===== src/rtl/fetch_if.sv =====
// Qu fetch-stage bus: instruction-memory request/response, redirect input and decode handshake.
// master = fetch stage, slave = environment (memory, branch unit, decode).
interface fetch_if #(
  parameter int unsigned INSTR_WIDTH = 32,
  parameter int unsigned PC_WIDTH    = 32
);
  logic                   imem_req_valid;
  logic                   imem_req_ready;
  logic [PC_WIDTH-1:0]    imem_req_addr;
  logic                   imem_rsp_valid;
  logic [INSTR_WIDTH-1:0] imem_rsp_data;
  logic                   redirect_valid;
  logic [PC_WIDTH-1:0]    redirect_pc;
  logic                   dec_valid;
  logic                   dec_ready;
  logic [INSTR_WIDTH-1:0] dec_instr;
  logic [PC_WIDTH-1:0]    dec_pc;

  modport master (
    output imem_req_valid, imem_req_addr, dec_valid, dec_instr, dec_pc,
    input  imem_req_ready, imem_rsp_valid, imem_rsp_data, redirect_valid, redirect_pc, dec_ready
  );

  modport slave (
    input  imem_req_valid, imem_req_addr, dec_valid, dec_instr, dec_pc,
    output imem_req_ready, imem_rsp_valid, imem_rsp_data, redirect_valid, redirect_pc, dec_ready
  );
endinterface


===== src/rtl/fetch.sv =====
// Qu instruction fetch stage: issues in-order word fetches, buffers responses with their PCs in a
// small FIFO and hands them to decode. Redirects flush the FIFO and drop stale in-flight responses.
// Optional feature macro: QU_FETCH_MISALIGN_CHECK_EN (adds fetch_misaligned and halts on a
// misaligned redirect target until the next aligned redirect).
module fetch #(
  parameter int unsigned INSTR_WIDTH = 32,
  parameter logic [31:0] RESET_PC    = 32'h0,
  parameter int unsigned FIFO_DEPTH  = 2
) (
  input logic     clk,
  input logic     rst,
`ifdef QU_FETCH_MISALIGN_CHECK_EN
  output logic    fetch_misaligned,
`endif
  fetch_if.master bus
);

  localparam int unsigned PC_WIDTH = 32;
  localparam int unsigned CNT_W    = $clog2(FIFO_DEPTH + 1);
  localparam int unsigned PTR_W    = (FIFO_DEPTH > 1) ? $clog2(FIFO_DEPTH) : 1;

  typedef logic [PC_WIDTH-1:0] pc_t;
  typedef logic [CNT_W-1:0]    cnt_t;
  typedef logic [PTR_W-1:0]    ptr_t;

  pc_t                    pc_q, pc_d;
  pc_t                    rsp_pc_q, rsp_pc_d;
  cnt_t                   count_q, count_d;
  cnt_t                   outst_q, outst_d;
  cnt_t                   drop_q, drop_d;
  ptr_t                   wr_ptr_q, wr_ptr_d;
  ptr_t                   rd_ptr_q, rd_ptr_d;
  logic [INSTR_WIDTH-1:0] instr_mem_q [FIFO_DEPTH];
  pc_t                    pc_mem_q    [FIFO_DEPTH];

  logic                   halt;
  logic                   credit;
  logic                   req_valid;
  logic                   req_hs;
  logic                   dec_valid;
  logic                   pop;
  logic                   push;
  logic [CNT_W:0]         inflight;
  pc_t                    target;

  function automatic ptr_t ptr_inc(input ptr_t p);
    if (p == ptr_t'(FIFO_DEPTH - 1)) begin
      return '0;
    end
    return p + 1'b1;
  endfunction

`ifdef QU_FETCH_MISALIGN_CHECK_EN
  logic halt_q;
  logic misaligned_q;

  // Misaligned redirect: one-cycle flag and request halt until the next aligned redirect.
  always_ff @(posedge clk) begin
    if (rst) begin
      halt_q       <= 1'b0;
      misaligned_q <= 1'b0;
    end else begin
      misaligned_q <= bus.redirect_valid && (bus.redirect_pc[1:0] != 2'b00);
      if (bus.redirect_valid) begin
        halt_q <= (bus.redirect_pc[1:0] != 2'b00);
      end
    end
  end

  assign halt             = halt_q;
  assign fetch_misaligned = misaligned_q;
`else
  assign halt = 1'b0;
`endif

  // Outstanding plus buffered entries never exceed the FIFO depth, so every response has a slot.
  assign inflight  = {1'b0, count_q} + {1'b0, outst_q};
  assign credit    = inflight < (CNT_W + 1)'(FIFO_DEPTH);
  assign req_valid = !rst && !bus.redirect_valid && credit && !halt;
  assign req_hs    = req_valid && bus.imem_req_ready;
  assign dec_valid = (count_q != '0) && !bus.redirect_valid;
  assign pop       = dec_valid && bus.dec_ready;
  assign push      = bus.imem_rsp_valid && !bus.redirect_valid && (drop_q == '0);
  assign target    = bus.redirect_pc & ~pc_t'(3);

  assign bus.imem_req_valid = req_valid;
  assign bus.imem_req_addr  = pc_q;
  assign bus.dec_valid      = dec_valid;
  assign bus.dec_instr      = instr_mem_q[rd_ptr_q];
  assign bus.dec_pc         = pc_mem_q[rd_ptr_q];

  // Next-state: redirect wins over everything; otherwise advance PCs, counters and pointers.
  always_comb begin
    pc_d     = pc_q;
    rsp_pc_d = rsp_pc_q;
    count_d  = count_q;
    drop_d   = drop_q;
    wr_ptr_d = wr_ptr_q;
    rd_ptr_d = rd_ptr_q;
    outst_d  = outst_q + cnt_t'(req_hs) - cnt_t'(bus.imem_rsp_valid);
    if (bus.redirect_valid) begin
      pc_d     = target;
      rsp_pc_d = target;
      count_d  = '0;
      wr_ptr_d = '0;
      rd_ptr_d = '0;
      // Everything still in flight after this cycle belongs to the old path.
      drop_d   = outst_d;
    end else begin
      if (req_hs) begin
        pc_d = pc_q + pc_t'(4);
      end
      if (bus.imem_rsp_valid) begin
        if (drop_q != '0) begin
          drop_d = drop_q - 1'b1;
        end else begin
          rsp_pc_d = rsp_pc_q + pc_t'(4);
          wr_ptr_d = ptr_inc(wr_ptr_q);
        end
      end
      if (pop) begin
        rd_ptr_d = ptr_inc(rd_ptr_q);
      end
      count_d = count_q + cnt_t'(push) - cnt_t'(pop);
    end
  end

  // Control state registers.
  always_ff @(posedge clk) begin
    if (rst) begin
      pc_q     <= RESET_PC;
      rsp_pc_q <= RESET_PC;
      count_q  <= '0;
      outst_q  <= '0;
      drop_q   <= '0;
      wr_ptr_q <= '0;
      rd_ptr_q <= '0;
    end else begin
      pc_q     <= pc_d;
      rsp_pc_q <= rsp_pc_d;
      count_q  <= count_d;
      outst_q  <= outst_d;
      drop_q   <= drop_d;
      wr_ptr_q <= wr_ptr_d;
      rd_ptr_q <= rd_ptr_d;
    end
  end

  // FIFO storage; cleared on reset so the decode outputs read zero out of reset.
  always_ff @(posedge clk) begin
    if (rst) begin
      for (int i = 0; i < int'(FIFO_DEPTH); i++) begin
        instr_mem_q[i] <= '0;
        pc_mem_q[i]    <= '0;
      end
    end else if (push) begin
      instr_mem_q[wr_ptr_q] <= bus.imem_rsp_data;
      pc_mem_q[wr_ptr_q]    <= rsp_pc_q;
    end
  end

endmodule

===== src/flat_wrapper.sv =====
// flat-port wrapper written by rule: the top's interface ports become plain ports
module fetch_flat 
#(
  parameter int unsigned INSTR_WIDTH = 32,
  parameter logic [31:0] RESET_PC    = 32'h0,
  parameter int unsigned FIFO_DEPTH  = 2
)
  (clk, rst, bus_imem_req_valid, bus_imem_req_addr, bus_dec_valid, bus_dec_instr, bus_dec_pc, bus_imem_req_ready, bus_imem_rsp_valid, bus_imem_rsp_data, bus_redirect_valid, bus_redirect_pc, bus_dec_ready);
  fetch_if #(.INSTR_WIDTH(INSTR_WIDTH)) bus_i ();
  input logic clk;
  input logic rst;
  output wire logic [$bits(bus_i.imem_req_valid)-1:0] bus_imem_req_valid;
  output wire logic [$bits(bus_i.imem_req_addr)-1:0] bus_imem_req_addr;
  output wire logic [$bits(bus_i.dec_valid)-1:0] bus_dec_valid;
  output wire logic [$bits(bus_i.dec_instr)-1:0] bus_dec_instr;
  output wire logic [$bits(bus_i.dec_pc)-1:0] bus_dec_pc;
  input wire logic [$bits(bus_i.imem_req_ready)-1:0] bus_imem_req_ready;
  input wire logic [$bits(bus_i.imem_rsp_valid)-1:0] bus_imem_rsp_valid;
  input wire logic [$bits(bus_i.imem_rsp_data)-1:0] bus_imem_rsp_data;
  input wire logic [$bits(bus_i.redirect_valid)-1:0] bus_redirect_valid;
  input wire logic [$bits(bus_i.redirect_pc)-1:0] bus_redirect_pc;
  input wire logic [$bits(bus_i.dec_ready)-1:0] bus_dec_ready;
  assign bus_imem_req_valid = bus_i.imem_req_valid;
  assign bus_imem_req_addr = bus_i.imem_req_addr;
  assign bus_dec_valid = bus_i.dec_valid;
  assign bus_dec_instr = bus_i.dec_instr;
  assign bus_dec_pc = bus_i.dec_pc;
  assign bus_i.imem_req_ready = bus_imem_req_ready;
  assign bus_i.imem_rsp_valid = bus_imem_rsp_valid;
  assign bus_i.imem_rsp_data = bus_imem_rsp_data;
  assign bus_i.redirect_valid = bus_redirect_valid;
  assign bus_i.redirect_pc = bus_redirect_pc;
  assign bus_i.dec_ready = bus_dec_ready;
  fetch #(.INSTR_WIDTH(INSTR_WIDTH), .RESET_PC(RESET_PC), .FIFO_DEPTH(FIFO_DEPTH)) u_core (.clk(clk), .rst(rst), .bus(bus_i));
endmodule

===== config.mk =====
export PLATFORM = sky130hd
export DESIGN_NAME = fetch_flat
export DESIGN_NICKNAME = d
export VERILOG_FILES = /design/src/rtl/fetch_if.sv /design/src/rtl/fetch.sv /design/src/flat_wrapper.sv
export SDC_FILE = /design/constraint.sdc
export NUM_CORES = 1
export LEC_CHECK = 0
export BUFFER_PORTS_ARGS = -buffer_cell sky130_fd_sc_hd__buf_2
export CORE_ASPECT_RATIO = 0.9
export CORE_MARGIN = 2
export CORE_UTILIZATION = 35
export DETAILED_ROUTE_END_ITERATION = 8
export GPL_TIMING_DRIVEN = 0
export PLACE_DENSITY_LB_ADDON = 0.08
export SETUP_SLACK_MARGIN = 0.02
export SLEW_MARGIN = 20
export SYNTH_ARGS = -nofsm -noshare
export SYNTH_HDL_FRONTEND = slang
export SYNTH_SLANG_ARGS = --single-unit

===== constraint.sdc =====
create_clock -name clk -period 5.7 [get_ports clk]
set_input_delay 0.285 -clock clk [delete_from_list [all_inputs] [get_ports clk]]
set_output_delay 0.285 -clock clk [all_outputs]
set_load 0.005 [all_outputs]

==> results.md <==
* Number of cells on the worst hold path at 2
* Post-synthesis sequential element count at 193
* Final Max Slew Viols at 0
* Max clock buf depth at 2
* Final ANT Viol Nets at 0
* Resized cells post-CTS at 0
* Cell taking the most area after synthesis: edfxtp_1
* Layout cells sized above 1 at 0.262
* Setup CP Type: reg2reg
* Fin Setup TNS at 0 ns
* Synthesized cell area at 9450 µm²
* Initial DRC count at 562
* Power Internal at 2.32 mW
* Post-route minimum period at 3.19 ns
* Seq pwr share at 0.511
* Drc violations at 0
* Reg2reg start: u_core.drop_q[0]
* Initial antenna violation count at 0
* Syn Inst Count at 853
* Startpoint type of the worst setup path: flop
* Yosys top cell area share at 0.394
* FF-to-FF setup slack at 2.51 ns
* Critical path endpoint category: flop
* Slew @ Worst Pin at 0.898 ns
* Root Buffer: clkbuf_16
* Power per cell area at 280 nW/µm²
* Max_slew headroom at 0.402
* Pre-antenna DRT Iters at 7
* Mean Syn Cell Area at 11.1 µm²
* Crit path required time at 5.82 ns
* Hold path start: bus_imem_rsp_data[4]
* Post-Route WL at 27.4 mm
* # port buffers at 160
* Fin. Hold Viols at 0
* Via density at 5.34
* Dominant synthesized flop cell: edfxtp_1
* Die Y at 160 µm
* Clk_lat worst skew at 0.44 ns
* Hold Path Class: in2reg
* GP Congestion at 0.839
* Total track usage at 0.195
* Sw power at 878 µW
* Static leakage at 4.58 nW
* Post-CTS Hold Fix Bufs at 0
* Hpwl dp at 19.3 mm
* Number of global-route vias before repair at 7264
* Post-CTS setup buffer count at 0
* Comb pwr share at 0.116
* Synth top cells by count: edfxtp_1, and3_1, and2_1, dfxtp_1, mux2_2
* Core area at 26700 µm²
* Post-synth EDFFs at 124
* CTS sink count at 193
* GRT overflow at 0
* Synth async-reset ratio at 0
* Status: finished, final reports clean
* CTS Buf Count at 17
* Top cells by area, synth: edfxtp_1, dfxtp_1, mux2_2, and3_1, and2_1
* Initial Utilization at 0.353
* Largest net degree at the start of global routing at 41
* Core Util, Final at 0.427
* Clock transition at path regs at 0.08 ns
* Final setup fails at 0
* CTS tree: built
* Clock power frac at 0.373
* Max-cap violations at 0
* Max rail drop VDD at 0.200 mV
* Num ports at 168
* Design Power at 3.20 mW
* Switch share at 0.275
* # diodes at 0
* DR vias at 7512
* Synthesis Warnings at 0
* Die area at 28300 µm²
* FF-to-FF End: u_core.instr_mem_q[1][16]
* Worst reg-to-reg path cell count at 8
* Sequential area share after synthesis at 0.540
* CP Capture Point: u_core.instr_mem_q[1][16]
* Fin nets at 1117
* H-tree depth at 4
* Worst-path fanout max at 40
* Cell variety after synth at 57
* Area Growth Syn to Fin at 20.8%
* Routed len/inst at 19.5 µm
* # rows at 57
* First-pass GRT wire length at 42.5 mm
* Tcrit/Tclk final at 0.560
* RSZ-0062 raised after global routing: no
* Clk_skew at 0.0132 ns
* Most frequent cell after synthesis: edfxtp_1
* CP Launch Point: u_core.drop_q[0]
* Crit path DAT at 3.32 ns
* Achievable Freq at 0.313 GHz
* Die Wd at 177 µm
==> layout by cell type, fill, tap and decap left out, types with 20 or more instances in the layout <==
cell type,instances
and2_1,69
edfxtp_1,124
buf_2,161
dfxtp_1,69
o21ai_0,20
nor2_1,30
nand4_1,29
clkbuf_1,55
and3_1,74
nand2_1,50
mux2_2,62
nand3_1,30
==> per-layer routing <==
| metal | global-route usage | share of wire |
|---|---|---|
| met5 | 0 | 0 |
| met3 | 0.0386 | 0.066 |
| met2 | 0.300 | 0.44 |
| met4 | 0.0488 | 0.016 |
| met1 | 0.281 | 0.47 |
==> worst min-delay path by stage <==
| stage | end | slack, ns |
|---|---|---|
| detailed placement | u_core.bus.imem_req_addr[3] | 0.51 |
| global placement | u_core.bus.imem_req_addr[3] | 0.51 |
| CTS | u_core.instr_mem_q[0][4] | 0.11 |
| finish | u_core.instr_mem_q[0][4] | 0.13 |
| global route | u_core.instr_mem_q[0][5] | 0.12 |
| floorplan | u_core.bus.imem_req_addr[30] | 0.43 |
==> critical path: stages (launching register included) <==
cell	delay, ns
dfxtp_1	0.32
inv_1	0.05
ha_1	0.24
nand2_1	0.22
nor3_2	0.62
clkbuf_1	0.58
nand2_1	0.19
nand2_4	0.33
buf_12	0.30
==> state kept, by name, summed over array words and instances, names as in the netlist, named ones only <==
name,count
u_core.rsp_pc_q,30
u_core.count_q,2
u_core.outst_q,2
u_core.bus.imem_req_addr,30
u_core.drop_q,2
u_core.rd_ptr_q,1
u_core.instr_mem_q,64
u_core.pc_mem_q,60
u_core.wr_ptr_q,1
==> kinds of logic (layout without fill, tap and decap cells) <==
kind of cell / Yosys count / in the layout / synth area share
AND/OR/NAND/NOR: 360 / 360 / 0.221
flip-flops: 193 / 193 / 0.540
AO/OA/AOI/OAI: 128 / 128 / 0.0978
buffers and inverters: 75 / 271 / 0.0315
multiplexers: 63 / 63 / 0.0749
XOR/XNOR: 25 / 25 / 0.0232
adder cells (fa/ha/maj): 8 / 8 / 0.0114
other: 1 / 4 / 0.000397
==> stage by stage <==
stage	cells	cell area [µm²]	hold WS, ns	setup WS, ns
after floorplan	856	9470	0.430	1.62
after global placement	1370	10700	0.515	-0.618
after detailed placement	1374	10800	0.510	2.43
after CTS	1406	11400	0.113	2.44
after global routing	1406	11400	0.122	2.32
final	1406	11400	0.130	2.51
==> cell type report <==
| class | instances | area [µm²] |
|---|---|---|
| clock inverter | 15 | 159 |
| inverter | 11 | 41.3 |
| clock buffer | 17 | 425 |
| buffer | 64 | 256 |
| timing repair buffer | 164 | 903 |
| sequential | 193 | 5100 |
| multi-input combinational | 588 | 4090 |
| tap | 354 | 443 |
| fill | 2645 | 15300 |
==> power by group through the flow <==
stage          combinational [mW]  sequential, mW  clock (mW)
2_1_floorplan               0.203            1.65           0
3_5_place_dp                0.373            1.66           0
6_report                    0.371            1.63        1.19
3_3_place_gp                0.359            1.67           0
4_1_cts                     0.376            1.63        1.22
5_1_grt                     0.409            1.65        1.28
Power figures use the tool's default switching activity.
